[src/rtl/aes_round_sequencer_pkg.sv]
// Shared types and helpers for the AES-128 round sequencer.
// Blocks use FIPS-197 byte order: byte 0 in [127:120], bytes run column-major.
package aes_pkg;

    localparam int NUM_ROUNDS = 10;
    localparam int WORD_W     = 32;
    localparam int BLOCK_W    = 128;
    localparam int NUM_COLS   = 4;

    typedef enum logic [1:0] {
        FSM_IDLE  = 2'd0,
        FSM_ADD0  = 2'd1,
        FSM_ROUND = 2'd2,
        FSM_DONE  = 2'd3
    } fsm_e;

    localparam logic [1:0] ST_IDLE  = FSM_IDLE;
    localparam logic [1:0] ST_ADD0  = FSM_ADD0;
    localparam logic [1:0] ST_ROUND = FSM_ROUND;
    localparam logic [1:0] ST_DONE  = FSM_DONE;

    // Byte (row, col) lives at index 4*col + row.
    function automatic logic [7:0] get_byte(input logic [BLOCK_W-1:0] blk,
                                            input logic [1:0] row,
                                            input logic [1:0] col);
        int unsigned idx;
        idx = {28'd0, col, row};
        return blk[BLOCK_W-1-8*idx -: 8];
    endfunction

    function automatic logic [WORD_W-1:0] get_col(input logic [BLOCK_W-1:0] blk,
                                                  input logic [1:0] col);
        int unsigned c;
        c = {30'd0, col};
        return blk[BLOCK_W-1-WORD_W*c -: WORD_W];
    endfunction

    function automatic logic [BLOCK_W-1:0] set_col(input logic [BLOCK_W-1:0] blk,
                                                   input logic [1:0] col,
                                                   input logic [WORD_W-1:0] word);
        logic [BLOCK_W-1:0] res;
        res = blk;
        for (int c = 0; c < NUM_COLS; c++) begin
            if (col == 2'(c)) res[BLOCK_W-1-WORD_W*c -: WORD_W] = word;
        end
        return res;
    endfunction

endpackage

[src/rtl/aes_round_sequencer.sv]
// Column-serial AES-128 encryption sequencer: one state column per cycle, with
// SubBytes/MixColumns and the key schedule provided by external combinational stages.
module aes_round_sequencer
    import aes_pkg::*;
(
    input  logic         clk,
    input  logic         rst,
    input  logic         in_valid,
    input  logic [127:0] in_data,
    output logic         in_ready,
    output logic         out_valid,
    output logic [127:0] out_data,
    input  logic         out_ready,
    output logic [3:0]   rk_round,
    output logic [1:0]   rk_col,
    input  logic [31:0]  rk_word,
    output logic [31:0]  smix_word,
    output logic [1:0]   smix_index,
    output logic         smix_last,
    input  logic [31:0]  smix_out
);

    logic [1:0]         fsm_q, fsm_d;
    logic [BLOCK_W-1:0] blk_q, blk_d;
    logic [BLOCK_W-1:0] nxt_q, nxt_d;
    logic [3:0]         round_q, round_d;
    logic [1:0]         col_q, col_d;
    logic [WORD_W-1:0]  gather;
    logic               in_add0, in_round;

    assign in_add0  = (fsm_q == ST_ADD0);
    assign in_round = (fsm_q == ST_ROUND);

    // ShiftRows folded into the read: row r of output column j comes from column j+r.
    always_comb begin
        gather = '0;
        for (int r = 0; r < 4; r++) begin
            gather[WORD_W-1-8*r -: 8] = get_byte(blk_q, 2'(r), col_q + 2'(r));
        end
    end

    assign in_ready   = (fsm_q == ST_IDLE);
    assign out_valid  = (fsm_q == ST_DONE);
    assign out_data   = out_valid ? blk_q : '0;
    assign rk_round   = (in_add0 || in_round) ? round_q : 4'd0;
    assign rk_col     = (in_add0 || in_round) ? col_q : 2'd0;
    assign smix_word  = in_round ? gather : '0;
    assign smix_index = in_round ? col_q : 2'd0;
    assign smix_last  = in_round && (round_q == 4'(NUM_ROUNDS));

    always_comb begin
        fsm_d   = fsm_q;
        blk_d   = blk_q;
        nxt_d   = nxt_q;
        round_d = round_q;
        col_d   = col_q;
        case (fsm_q)
            ST_IDLE: begin
                if (in_valid) begin
                    blk_d   = in_data;
                    round_d = 4'd0;
                    col_d   = 2'd0;
                    fsm_d   = ST_ADD0;
                end
            end
            ST_ADD0: begin
                blk_d = set_col(blk_q, col_q, get_col(blk_q, col_q) ^ rk_word);
                col_d = col_q + 2'd1;
                if (col_q == 2'd3) begin
                    round_d = 4'd1;
                    fsm_d   = ST_ROUND;
                end
            end
            ST_ROUND: begin
                // Results go to a side buffer so later columns still gather the old state.
                nxt_d = set_col(nxt_q, col_q, smix_out ^ rk_word);
                col_d = col_q + 2'd1;
                if (col_q == 2'd3) begin
                    blk_d = nxt_d;
                    if (round_q == 4'(NUM_ROUNDS)) begin
                        round_d = 4'd0;
                        fsm_d   = ST_DONE;
                    end else begin
                        round_d = round_q + 4'd1;
                    end
                end
            end
            ST_DONE: begin
                if (out_ready) fsm_d = ST_IDLE;
            end
            default: fsm_d = ST_IDLE;
        endcase
    end

    always_ff @(posedge clk or posedge rst) begin
        if (rst) begin
            fsm_q   <= ST_IDLE;
            blk_q   <= '0;
            nxt_q   <= '0;
            round_q <= 4'd0;
            col_q   <= 2'd0;
        end else begin
            fsm_q   <= fsm_d;
            blk_q   <= blk_d;
            nxt_q   <= nxt_d;
            round_q <= round_d;
            col_q   <= col_d;
        end
    end

endmodule

[config.mk]
export PLATFORM = sky130hd
export DESIGN_NAME = aes_round_sequencer
export DESIGN_NICKNAME = d
export VERILOG_FILES = /design/src/rtl/aes_round_sequencer_pkg.sv /design/src/rtl/aes_round_sequencer.sv
export SDC_FILE = /design/constraint.sdc
export NUM_CORES = 1
export LEC_CHECK = 0
export ABC_AREA = 1
export ABC_CLOCK_PERIOD_IN_PS = 14700
export BUFFER_PORTS_ARGS = -buffer_cell sky130_fd_sc_hd__buf_2
export CORE_ASPECT_RATIO = 0.9
export CORE_UTILIZATION = 50
export CTS_BUF_LIST = sky130_fd_sc_hd__clkbuf_4 sky130_fd_sc_hd__clkbuf_8
export CTS_CLUSTER_SIZE = 25
export DETAILED_ROUTE_END_ITERATION = 10
export PLACE_DENSITY = 0.85
export RECOVER_POWER = 25
export SETUP_SLACK_MARGIN = 0.5
export SYNTH_ARGS = -nofsm -noshare
export SYNTH_HDL_FRONTEND = slang
export SYNTH_SLANG_ARGS = --single-unit
[constraint.sdc]
create_clock -name clk -period 14.7 [get_ports clk]
set_input_delay 1.47 -clock clk [delete_from_list [all_inputs] [get_ports clk]]
set_output_delay 1.47 -clock clk [all_outputs]
set_load 0.01 [all_outputs]
-- After elaboration in Yosys (flattened, before gate mapping)
Cells that the tools add are included.
- register bits: 264
- bits of input ports: 196
- output and inout bits: 171
- logic and storage cells: 80
- add/sub/neg operators: 8
- equality and inequality tests: 15
- shift operators: 5
- multiplexer cells: 29
- bitwise gates (word level): 2
- reduce and logical (&&, ||, !) cells: 13
- operators with widths (operator ; number):
    135-bit by 33-bit indexed part select with 8-bit output ; 4
    128-bit 2-to-1 mux ; 3
    128-bit case mux with 3 select lines ; 1
    32-bit 2-to-1 mux ; 9
    159-bit by 33-bit indexed part select with 32-bit output ; 1
    32-bit XOR ; 2
    7-bit by 7-bit subtractor with 8-bit output, first input constant ; 4
    4-bit 2-to-1 mux ; 5
    2-bit 2-to-1 mux ; 8
    4-bit AND reduction ; 4
    2-bit by 1-bit inequality test with 1-bit output, second input constant ; 7
    4-bit case mux with 3 select lines ; 1
    2-bit == test, second input constant ; 4
    2-bit case mux with 4 select lines ; 1
    5-bit AND reduction ; 1
    2-bit adder, second input constant ; 2
    4-bit by 1-bit adder with 4-bit output, second input constant ; 1
    2-bit by 1-bit == test with 1-bit output, second input constant ; 2
    4-bit == test, second input constant ; 1
    2-bit zero test ; 2
    2-bit case mux with 2 select lines ; 1
    3-bit nonzero test ; 1
    2-bit by 1-bit adder with 2-bit output, second input constant ; 1
    2-bit inequality test, second input constant ; 1
    other kinds (5) ; 5

-- Logic depth before layout (Yosys ltp)
Gate-level depths: netlist of the first run.
- depth in word-level cells: 5
- depth in mapped cells: 13
- gate-level depth less buffers: 11

-- Worst setup path before layout of the first run
Ideal clock, no wire load.
- path kind: reg2out
- start: register col_q[1]
- end: output port smix_word[16]
- arrival: 2.219 ns
- data required time: 13.230 ns
- slack: 11.011 ns
- cell stages (with the launch flop): 12
- path buffers: 5
- cell sequence: dfrtp_1 buf_2 inv_2 buf_2 buf_1 ha_1 buf_2 inv_1 clkbuf_1 nor2_1 o21ai_0 a21oi_1
- cells in the longest elaborated chain, start to end: 4
- RTL lines (item ; RTL line ; RTL):
    from (decl) ; aes_round_sequencer.sv:27 ; logic [1:0] col_q, col_d;
    from (signal assigned) ; aes_round_sequencer.sv:107 ; col_q <= col_d;
    2-bit by 1-bit adder with 2-bit output ; aes_round_sequencer.sv:38 ; gather[WORD_W-1-8*r -: 8] = get_byte(blk_q, 2'(r), col_q + 2'(r));
    7-bit by 7-bit subtractor with 8-bit output ; aes_round_sequencer_pkg.sv:28 ; return blk[BLOCK_W-1-8*idx -: 8];
    135-bit by 33-bit indexed part select with 8-bit output ; aes_round_sequencer_pkg.sv:28 ;
    32-bit 2-to-1 mux ; aes_round_sequencer.sv:47 ; assign smix_word = in_round ? gather : '0;
    to (decl) ; aes_round_sequencer.sv:17 ; output logic [31:0] smix_word,
Every way passes these cells.

==> impl_metrics.csv, run 1 <==
group,metric,value,unit
outcome,status,"finished with violations",
outcome,failed_checks,"max-capacitance violations, max-slew violations",
yosys,synth.distinct_cells,24,
clock_network,insertion_delay,0.55,ns
timing,drv_slew,437,
yosys,syn-num-nets,3017,
yosys,avgSynthCellArea,6.26,sq um
place,numPortBuffers,366,
yosys,yosysSeqAreaShare,0.376,
timing,hold_slack,0.476,ns
timing,finalSetupViolations,0,
grt,grt_pass1_wl,89000,um
grt,grt_max_degree,122,
grt,grtUsageTotal,0.309,
yosys,synthFlopType,"dfrtp_1",
clock_network,clk_path_buf_depth,3,
die,die_h,180,um
timing,rsz0062_at_grt,"no",
timing,fmax,124,MHz
power_and_ir_drop,p_comb_frac,0.619,
setup_path,cp_data_required_time,15.24,ns
layout,drive_gt1_frac,0.159,
clock_network,cts_setup_buffers,0,
timing,fin_skew,0.0260,ns
clock_network,cts_sinks,264,
grt,grt_use_met1,0.426,
clock_network,numCtsBuffers,47,
die,die_area,35900,sq um
clock_network,htree_levels,2,
grt,grt-busiest-layer,"met2",
timing,period_share,0.550,
die,io-pin-count,367,
setup_path,cp-end-kind,"asynchronous set/reset pin",
timing,tightest_slew,5.48,ns
setup_path,crit_type,"in -> async",
place,gp_congestion,0.920,
power_and_ir_drop,power_leakage,12.1,nW
route,drtIter0Drc,1858,
power_and_ir_drop,switching_share,0.522,
yosys,synth_top_family_by_area,"simple AND/OR/NAND/NOR gates",
yosys,synth_area_leaders,"dfrtp_1 38%, nand2_1 20%, inv_1 7.3%, nor2_1 7.2%, o21ai_0 4.8%",
yosys,synth_area_leader_cell,"dfrtp_1",
yosys,ys_warn_count,0,
route,route.detailed.drc,0,
yosys,synth_compound_area_frac,0.134,
die,fp-row-count,64,
timing,final.setup.worst_slack,6.62,ns
power_and_ir_drop,p_total,5.55,mW
route,vias,18848,
route,vias_per_cell,5.26,
route,drt-pass1-iter-count,6,
layout,stdcell_area,20400,sq um
clock_network,clkSlewWorstSetupHoldPaths,0.06,ns
yosys,synthAdderAreaFrac,0.00925,
setup_path,cp.arrival,8.62,ns
route,ant_nets,0,
yosys,synth_top_area_frac,0.376,
power_and_ir_drop,vdd_drop_max,207,uV
yosys,netlist_instances,2808,
timing,min_period,8.08,ns
place,dpl.hpwl,37500,um
clock_network,cts_resized,0,
grt,gr-usage-met2,0.467,
clock_network,root_buffer,"clkbuf_8",
yosys,synthArstFlopShare,1.00,
grt,grt_pass1_vias,17096,
yosys,synthXorXnorAreaFrac,0,
layout,syn2layout_area_growth,16.1,%
timing,slew_headroom,-2.65,
place,postPlaceCellArea,19400,sq um
grt,grt_antenna_before_repair,6,
die,die_w,200,um
power_and_ir_drop,powerDensity,272,nW/um^2
place,place_worst_setup_slack,10.37,ns
layout,nFillCells,3279,
yosys,synthMuxAreaShare,0,
route,wl,56200,um
timing,final-hold-violation-count,0,
yosys,synth_edf_count,0,
setup_path,worstPathMaxFanout,121,
run,maxCapViolCount,6,
yosys,yosysMostFrequentCell,"nand2_1",
timing,fin_tns_setup,0,ns
die,initial_core_util,0.513,
yosys,ys_ff_latch,264,
yosys,syn-cell-area,17600,sq um
yosys,synthSimpleGateAreaFrac,0.363,
power_and_ir_drop,pwr-share-clk,0.130,
power_and_ir_drop,p_sw,2.89,mW
grt,overflow,0,
yosys,synth.top_cells.by_count,"959 x nand2_1, 340 x inv_1, 336 x nor2_1, 264 x dfrtp_1, 169 x o21ai_0",
power_and_ir_drop,p_int,2.65,mW
layout,nets,3291,
route,wl_per_cell,15.7,um
setup_path,worstSetupStartpointType,"primary input",
die,core_area,34300,sq um
hold_path,min_path_type,"reg -> reg",
clock_network,cts_tree,"built",
clock_network,hold_buffers,0,
power_and_ir_drop,sequentialPowerShare,0.251,
grt,use_met3,0.0670,
worst max-delay path, stage by stage:
cell and delay, ns:
buf_2 0.10, clkinvlp_2 2.93, clkbuf_1 2.87, buf_4 1.05
layout by cell type, fill, tap and decap left out, types with 8 or more instances in the layout:
master	instances
clkbuf_8	59
nor2_1	336
nand3_1	136
o21ai_1	110
ha_1	10
dfrtp_1	262
nand2_1	960
buf_2	366
buf_4	17
inv_1	340
a31o_2	8
a21oi_1	153
and2_1	122
o21ai_0	183
clkbuf_4	22
final timing paths:
| path | start | to | slack [ns] | cells past startpoint |
|---|---|---|---|---|
| setup / recovery | rst | blk_q[103]$_DFFE_PP0P_ | 6.62 | 4 |
| hold / removal | nxt_q[75]$_DFFE_PP0N_ | nxt_q[75]$_DFFE_PP0N_ | 0.48 | 2 |
| setup reg to reg | fsm_q[0]$_DFFE_PP0P_ | blk_q[10]$_DFFE_PP0P_ | 7.95 | 10 |
| hold reg to reg | nxt_q[75]$_DFFE_PP0N_ | nxt_q[75]$_DFFE_PP0N_ | 0.48 | 2 |
| max in group clk | fsm_q[0]$_DFFE_PP0P_ | smix_last | 7.05 | 5 |
| min in group asynchronous | rst | blk_q[55]$_DFFE_PP0P_ | 2.53 | 2 |
cells by family (layout without fill, tap and decap cells):
family                     count (synthesis)  after routing
DFF                                      264            264
adders and majority gates                 13             13
AOI/OAI and AO/OA                        458            458
and+or+nand+nor                         1564           1564
buffers and inverters                    509            818
other                                      0              5
flip-flops by register name (all words and copies together), names as in the netlist:
| name | count |
|---|---|
| blk_q | 128 |
| col_q | 2 |
| fsm_q | 2 |
| round_q | 4 |
| nxt_q | 128 |
metal layers:
| metal | part of all wire | wire length [um] |
|---|---|---|
| met2 | 0.44 | 24500 |
| met5 | 0 | 0 |
| met3 | 0.10 | 5750 |
| met1 | 0.42 | 23800 |
| met4 | 0.038 | 2160 |
area by class of cell:
cell class | instances | area (sq um) | area share
antenna | 5 | 12.5 | 0.000613
tap | 462 | 578 | 0.0283
inverter | 349 | 1320 | 0.0644
clock buffer | 81 | 977 | 0.0479
multi-input combinational | 2035 | 8930 | 0.438
sequential | 264 | 6610 | 0.324
clock inverter | 3 | 15.0 | 0.000736
timing repair buffer | 385 | 1970 | 0.0964
metrics by stage:
stage / cells / util
floorplan: 2808 / -
global placement: 3495 / 0.567
detailed placement: 3495 / 0.567
CTS: 3579 / 0.596
global route: 3584 / 0.595
finish: 3584 / 0.595
power groups by stage:
stage | clock network [mW] | registers, mW | logic (mW)
global route | 0.765 | 1.43 | 3.89
finish | 0.719 | 1.39 | 3.44
detailed placement | 0 | 1.39 | 3.38
floorplan | 0 | 1.27 | 2.59
CTS | 0.729 | 1.38 | 3.40
global placement | 0 | 1.39 | 3.32
Note: power is estimated with default switching activity, not from simulation.
==> inputs of run 2 (changes only) <==
Settings changed: ABC_CLOCK_PERIOD_IN_PS 14700 to 7600.
Clock period 14.7 ns to 7.6 ns, I/O delays scaled along.
==> run 2 against run 1 <==
Compared with the run above: the flow still finishes with violations (max-capacitance violations, max-slew violations); highest routed layer unchanged; combinational power increased by 93%; cell count decreased by 0.28%; die area unchanged; design area decreased by 0.22%; clock-buffer cell count decreased by 8; setup slack got worse by 3.5 ns; clock skew decreased by 0.00070 ns; critical path type is now reg -> out; global-route usage increased by 0.64 points; worst hold slack got worse by 0.14 ns; power increased by 93%.
==> impl_metrics.csv, run 2 (synthesized netlist as in run 1, its figures left out) <==
group,metric,value,unit
die,fp-row-count,64,
setup_path,r2r_start,"col_q[0]$_DFFE_PP0P_",
route,drt-pass1-iter-count,5,
setup_path,cp-end-kind,"output port",
timing,tightest_slew,3.36,ns
timing,rsz0062_at_grt,"no",
clock_network,htree_levels,2,
grt,grt_pass1_vias,17519,
die,initial_core_util,0.513,
route,vias_per_cell,5.27,
timing,fin_skew,0.0253,ns
power_and_ir_drop,p_comb_frac,0.621,
power_and_ir_drop,powerDensity,525,nW/um^2
clock_network,clkSlewWorstSetupHoldPaths,0.07,ns
grt,grtUsageTotal,0.315,
setup_path,reg2reg_to,"blk_q[45]$_DFFE_PP0P_",
clock_network,numCtsBuffers,47,
die,die_h,180,um
place,numPortBuffers,366,
timing,fin_tns_setup,0,ns
route,wl_per_cell,16.0,um
layout,layout_commonest_cell,"nand2_1",
grt,grt_max_degree,133,
timing,period_share,0.588,
place,gp_congestion,0.908,
layout,nets,3292,
hold_path,min_path_type,"in -> async",
layout,layout_common_cells,"959 x nand2_1, 366 x buf_2, 339 x inv_1, 336 x nor2_1, 262 x dfrtp_1",
power_and_ir_drop,vdd_drop_max,307,uV
power_and_ir_drop,power_leakage,12.1,nW
power_and_ir_drop,p_sw,5.62,mW
clock_network,insertion_delay,0.56,ns
clock_network,cts_sinks,264,
setup_path,cp.arrival,3.71,ns
outcome,status,"finished with violations",
place,dpl.cell_count,3496,
route,ant_nets,0,
place,postPlaceCellArea,19400,sq um
setup_path,worstSetupStartpointType,"flip-flop",
die,die_w,200,um
place,dpl.hpwl,37600,um
clock_network,clk_path_buf_depth,3,
layout,final_cells,3574,
layout,reg_top3,"blk_q: 128 flops, nxt_q: 128 flops, round_q: 4 flops",
layout,drive_gt1_frac,0.158,
route,drtIter0Drc,1760,
power_and_ir_drop,pwr-share-clk,0.125,
power_and_ir_drop,p_int,5.08,mW
setup_path,worstPathMaxFanout,55,
power_and_ir_drop,switching_share,0.526,
timing,drv_slew,180,
layout,syn2layout_area_growth,15.8,%
layout,stdcell_area,20400,sq um
setup_path,cp_data_required_time,6.84,ns
die,io-pin-count,367,
clock_network,hold_buffers,0,
grt,grt_pass1_wl,90800,um
route,vias,18848,
die,die_area,35900,sq um
timing,finalSetupViolations,0,
route,wl,57100,um
setup_path,reg2reg_depth,11,
setup_path,rrSetupSlack,3.98,ns
grt,overflow,0,
clock_network,cts_resized,0,
timing,fmax,224,MHz
timing,slew_headroom,-1.24,
power_and_ir_drop,sequentialPowerShare,0.254,
setup_path,crit_type,"reg -> out",
timing,min_period,4.47,ns
outcome,failed_checks,"max-capacitance violations, max-slew violations",
run,maxCapViolCount,2,
clock_network,root_buffer,"clkbuf_8",
timing,final-hold-violation-count,0,
route,route.detailed.drc,0,
clock_network,cts_tree,"built",
die,core_area,34300,sq um
grt,grt_antenna_before_repair,5,
clock_network,cts_setup_buffers,0,
run 2: cell count changes in the layout (fill, tap and decap cells not counted), sizes merged:
cell,change
buf,+1
clkbuf,-8
clkinv,-1
clkinvlp,-1
diode,-2
inv,+1
run 2: critical path, stage by stage, from the launching register on:
cell and delay (ns):
dfrtp_4 0.70, inv_4 0.53, ha_1 0.33, buf_4 0.24, inv_1 0.78, nor2_1 0.10
o21ai_0 0.13, a21oi_1 0.11, buf_2 0.20
run 2: power groups by stage:
stage | Sequential [mW] | Clock (mW) | Combinational, mW
floorplan | 2.45 | 0 | 5.00
global placement | 2.69 | 0 | 6.43
detailed placement | 2.71 | 0 | 6.56
CTS | 2.69 | 1.36 | 6.59
global route | 2.78 | 1.42 | 7.51
finish | 2.72 | 1.34 | 6.64
run 2: worst max path at each step:
| stage | slack, ns | to | from | cells past startpoint |
|---|---|---|---|---|
| 2_1_floorplan | 3.36 | blk_q[0]$_DFFE_PP0P_ | rst | 1 |
| 3_3_place_gp | 3.74 | smix_word[16] | col_q[0]$_DFFE_PP0P_ | 8 |
| 3_5_place_dp | 3.74 | smix_word[16] | col_q[0]$_DFFE_PP0P_ | 8 |
| 4_1_cts | 3.14 | smix_word[16] | col_q[0]$_DFFE_PP0P_ | 8 |
| 5_1_grt | 2.84 | blk_q[101]$_DFFE_PP0P_ | rst | 3 |
| 6_report | 3.13 | smix_word[16] | col_q[0]$_DFFE_PP0P_ | 8 |
run 2: layout make-up:
class | instances | area, sq um
Fill cell | 3352 | 13900
Multi-Input combinational cell | 2035 | 8950
Sequential cell | 264 | 6610
Timing Repair Buffer | 386 | 1980
Inverter | 349 | 1320
Clock buffer | 73 | 917
Tap cell | 462 | 578
Clock inverter | 2 | 10.0
Antenna cell | 3 | 7.51
run 2: layer usage:
layer / wire length (um) / up-vias / share of wire / GRT usage
met3: 5700 / 157 / 0.10 / 0.0675
met5: 0 / - / 0 / 0
met2: 24700 / 912 / 0.43 / 0.478
met4: 2080 / 0 / 0.036 / 0.128
li1: - / 9162 / - / -
met1: 24600 / 8617 / 0.43 / 0.436
run 2: through the flow:
stage / utilization / worst slack, ns / power [mW] / hold slack [ns]
after floorplan: - / 3.36 / 7.45 / 0.442
after global placement: 0.567 / 3.74 / 9.12 / 0.455
after CTS: 0.595 / 3.14 / 10.6 / 0.205
final: 0.594 / 3.13 / 10.7 / 0.331
after detailed placement: 0.567 / 3.74 / 9.27 / 0.466
after global routing: 0.594 / 2.84 / 11.7 / 0.367
==> inputs of run 3 (changes only) <==
Settings changed: ABC_CLOCK_PERIOD_IN_PS 7600 to 4300.
Clock period 7.6 ns to 4.3 ns, I/O delays scaled along.
==> run 3 against run 2 <==
Compared with the run above: the run still ends with max-capacitance violations, max-slew violations left; cell count rose by 0.39%; setup slack got worse by 2.2 ns; power rose by 79%; clock power rose by 85%; clock skew fell by 0.011 ns; combinational power rose by 81%; sequential share of layout area fell by 0.32 points; die area did not move.
==> impl_metrics.csv, run 3 (synthesized netlist as in run 1, its figures left out) <==
group,metric,value,unit
setup_path,crit_buf_inv,3,
die,die_w,200,um
route,wl,57300,um
timing,period_share,0.792,
layout,multi_input_area,8950,sq um
die,io-pin-count,367,
route,vias,18890,
grt,grt_pass1_wl,91700,um
die,fp-row-count,64,
layout,final_cells,3588,
setup_path,path_cells,"inv_4 -> ha_1 -> buf_4 -> nor2_1 -> o21ai_0 -> a21oi_1 -> buf_2",
outcome,status,"finished with violations",
timing,drv_slew,267,
layout,nFillCells,3272,
clock_network,insertion_delay,0.56,ns
setup_path,crit_type,"reg -> out",
setup_path,rrSetupSlack,1.08,ns
layout,drive_gt1_frac,0.162,
power_and_ir_drop,power_leakage,12.2,nW
grt,grt_max_degree,123,
power_and_ir_drop,p_int,9.21,mW
route,drt-pass1-iter-count,6,
place,dpl.cell_count,3504,
timing,fmax,294,MHz
die,initial_core_util,0.513,
hold_path,min_path_type,"in -> reg",
timing,final.setup.worst_slack,0.894,ns
timing,rsz0062_at_grt,"no",
layout,reg_top3,"blk_q: 128 flops, nxt_q: 128 flops, round_q: 4 flops",
timing,final-hold-violation-count,0,
timing,tightest_slew,3.20,ns
setup_path,worstSetupStartpointType,"flip-flop",
clock_network,cts_tree,"built",
timing,fin_skew,0.0142,ns
route,wl_per_cell,16.0,um
power_and_ir_drop,p_total,19.2,mW
grt,overflow,0,
power_and_ir_drop,p_comb_frac,0.625,
clock_network,hold_buffers,0,
grt,grt_antenna_before_repair,3,
place,place_worst_setup_slack,1.05,ns
layout,nets,3301,
setup_path,crit_family,"buffers and inverters",
setup_path,reg2reg_depth,11,
timing,hold_slack,0.197,ns
clock_network,numCtsBuffers,46,
clock_network,clk_path_buf_depth,3,
die,die_h,180,um
setup_path,worstPathMaxFanout,52,
setup_path,cp-startpoint,"col_q[0]$_DFFE_PP0P_",
place,dpl.hpwl,38100,um
power_and_ir_drop,switching_share,0.520,
grt,grtUsageTotal,0.320,
setup_path,r2r_start,"col_q[0]$_DFFE_PP0P_",
clock_network,cts_sinks,264,
timing,min_period,3.41,ns
power_and_ir_drop,pwr-share-clk,0.129,
layout,layout_commonest_cell,"nand2_1",
setup_path,cpPeakStageDelay,0.67,ns
timing,finalSetupViolations,0,
outcome,failed_checks,"max-capacitance violations, max-slew violations",
place,gp_congestion,0.893,
layout,seq_area,6610,sq um
setup_path,crit_cells,7,
setup_path,crit_end,"smix_word[2]",
power_and_ir_drop,powerDensity,933,nW/um^2
clock_network,htree_levels,2,
layout,syn2layout_area_growth,17.0,%
layout,stdcell_area,20600,sq um
setup_path,cp_data_required_time,3.87,ns
place,postPlaceCellArea,19600,sq um
power_and_ir_drop,p_sw,9.97,mW
place,numPortBuffers,366,
die,die_area,35900,sq um
grt,grt_pass1_vias,17364,
route,route.detailed.drc,0,
run,maxCapViolCount,3,
setup_path,cp.arrival,2.98,ns
clock_network,root_buffer,"clkbuf_8",
setup_path,cp-end-kind,"output port",
route,drtIter0Drc,1505,
route,ant_nets,0,
die,core_area,34300,sq um
timing,slew_headroom,-1.13,
clock_network,clkSlewWorstSetupHoldPaths,0.06,ns
setup_path,reg2reg_to,"blk_q[14]$_DFFE_PP0P_",
power_and_ir_drop,sequentialPowerShare,0.245,
layout,final_util,0.600,
power_and_ir_drop,vdd_drop_max,566,uV
route,vias_per_cell,5.26,
setup_path,cp_slowest_cell,"dfrtp_4",
layout,layout_common_cells,"959 x nand2_1, 366 x buf_2, 338 x inv_1, 336 x nor2_1, 262 x dfrtp_1",
timing,fin_tns_setup,0,ns
-- run 3: layer usage --
metal  up-vias  track usage  wire length, um
li1       9186            -                -
met1      8517        0.452            24700
met2      1030        0.486            25000
met3       155       0.0559             5620
met4         2        0.122             2010
met5         -            0               13
-- run 3: worst min-delay path: cells and delay by family --
| family | cells | cell delay, ns |
|---|---|---|
| simple gates | 4 | 0.22 |
| buf+inv | 1 | 0.08 |
-- run 3: how the worst min path moves through the flow --
stage               cells after the start  slack (ns)                   from                     to
finish                                  5        0.20            in_data[27]  blk_q[27]$_DFFE_PP0P_
CTS                                     3        0.08                    rst  blk_q[55]$_DFFE_PP0P_
detailed placement                      2        0.46  nxt_q[75]$_DFFE_PP0N_  nxt_q[75]$_DFFE_PP0N_
floorplan                               2        0.44  nxt_q[75]$_DFFE_PP0N_  nxt_q[75]$_DFFE_PP0N_
global placement                        2        0.46  nxt_q[75]$_DFFE_PP0N_  nxt_q[75]$_DFFE_PP0N_
global route                            5        0.20            in_data[27]  blk_q[27]$_DFFE_PP0P_
-- run 3: final cells by class --
class / count / share of cell area
Antenna cell: 2 / 0.000243
Clock inverter: 4 / 0.000974
Tap cell: 462 / 0.0281
Sequential cell: 264 / 0.322
Clock buffer: 76 / 0.0472
Timing Repair Buffer: 396 / 0.103
Inverter: 349 / 0.0642
Multi-Input combinational cell: 2035 / 0.435
-- run 3: timing repair --
item                                    in CTS  in global routing
buffers inserted                             1                  1
resized for setup                            1                  0
endpoints found under the setup margin      16                 13
hold endpoints to repair                     0                  0
-- run 3: power by group through the flow --
stage / logic (mW) / registers (mW) / clock network [mW]
after floorplan: 8.84 / 4.33 / 0
after global placement: 11.5 / 4.72 / 0
after detailed placement: 11.7 / 4.72 / 0
after CTS: 11.8 / 4.66 / 2.49
after global routing: 13.5 / 4.82 / 2.62
final: 12.0 / 4.70 / 2.48
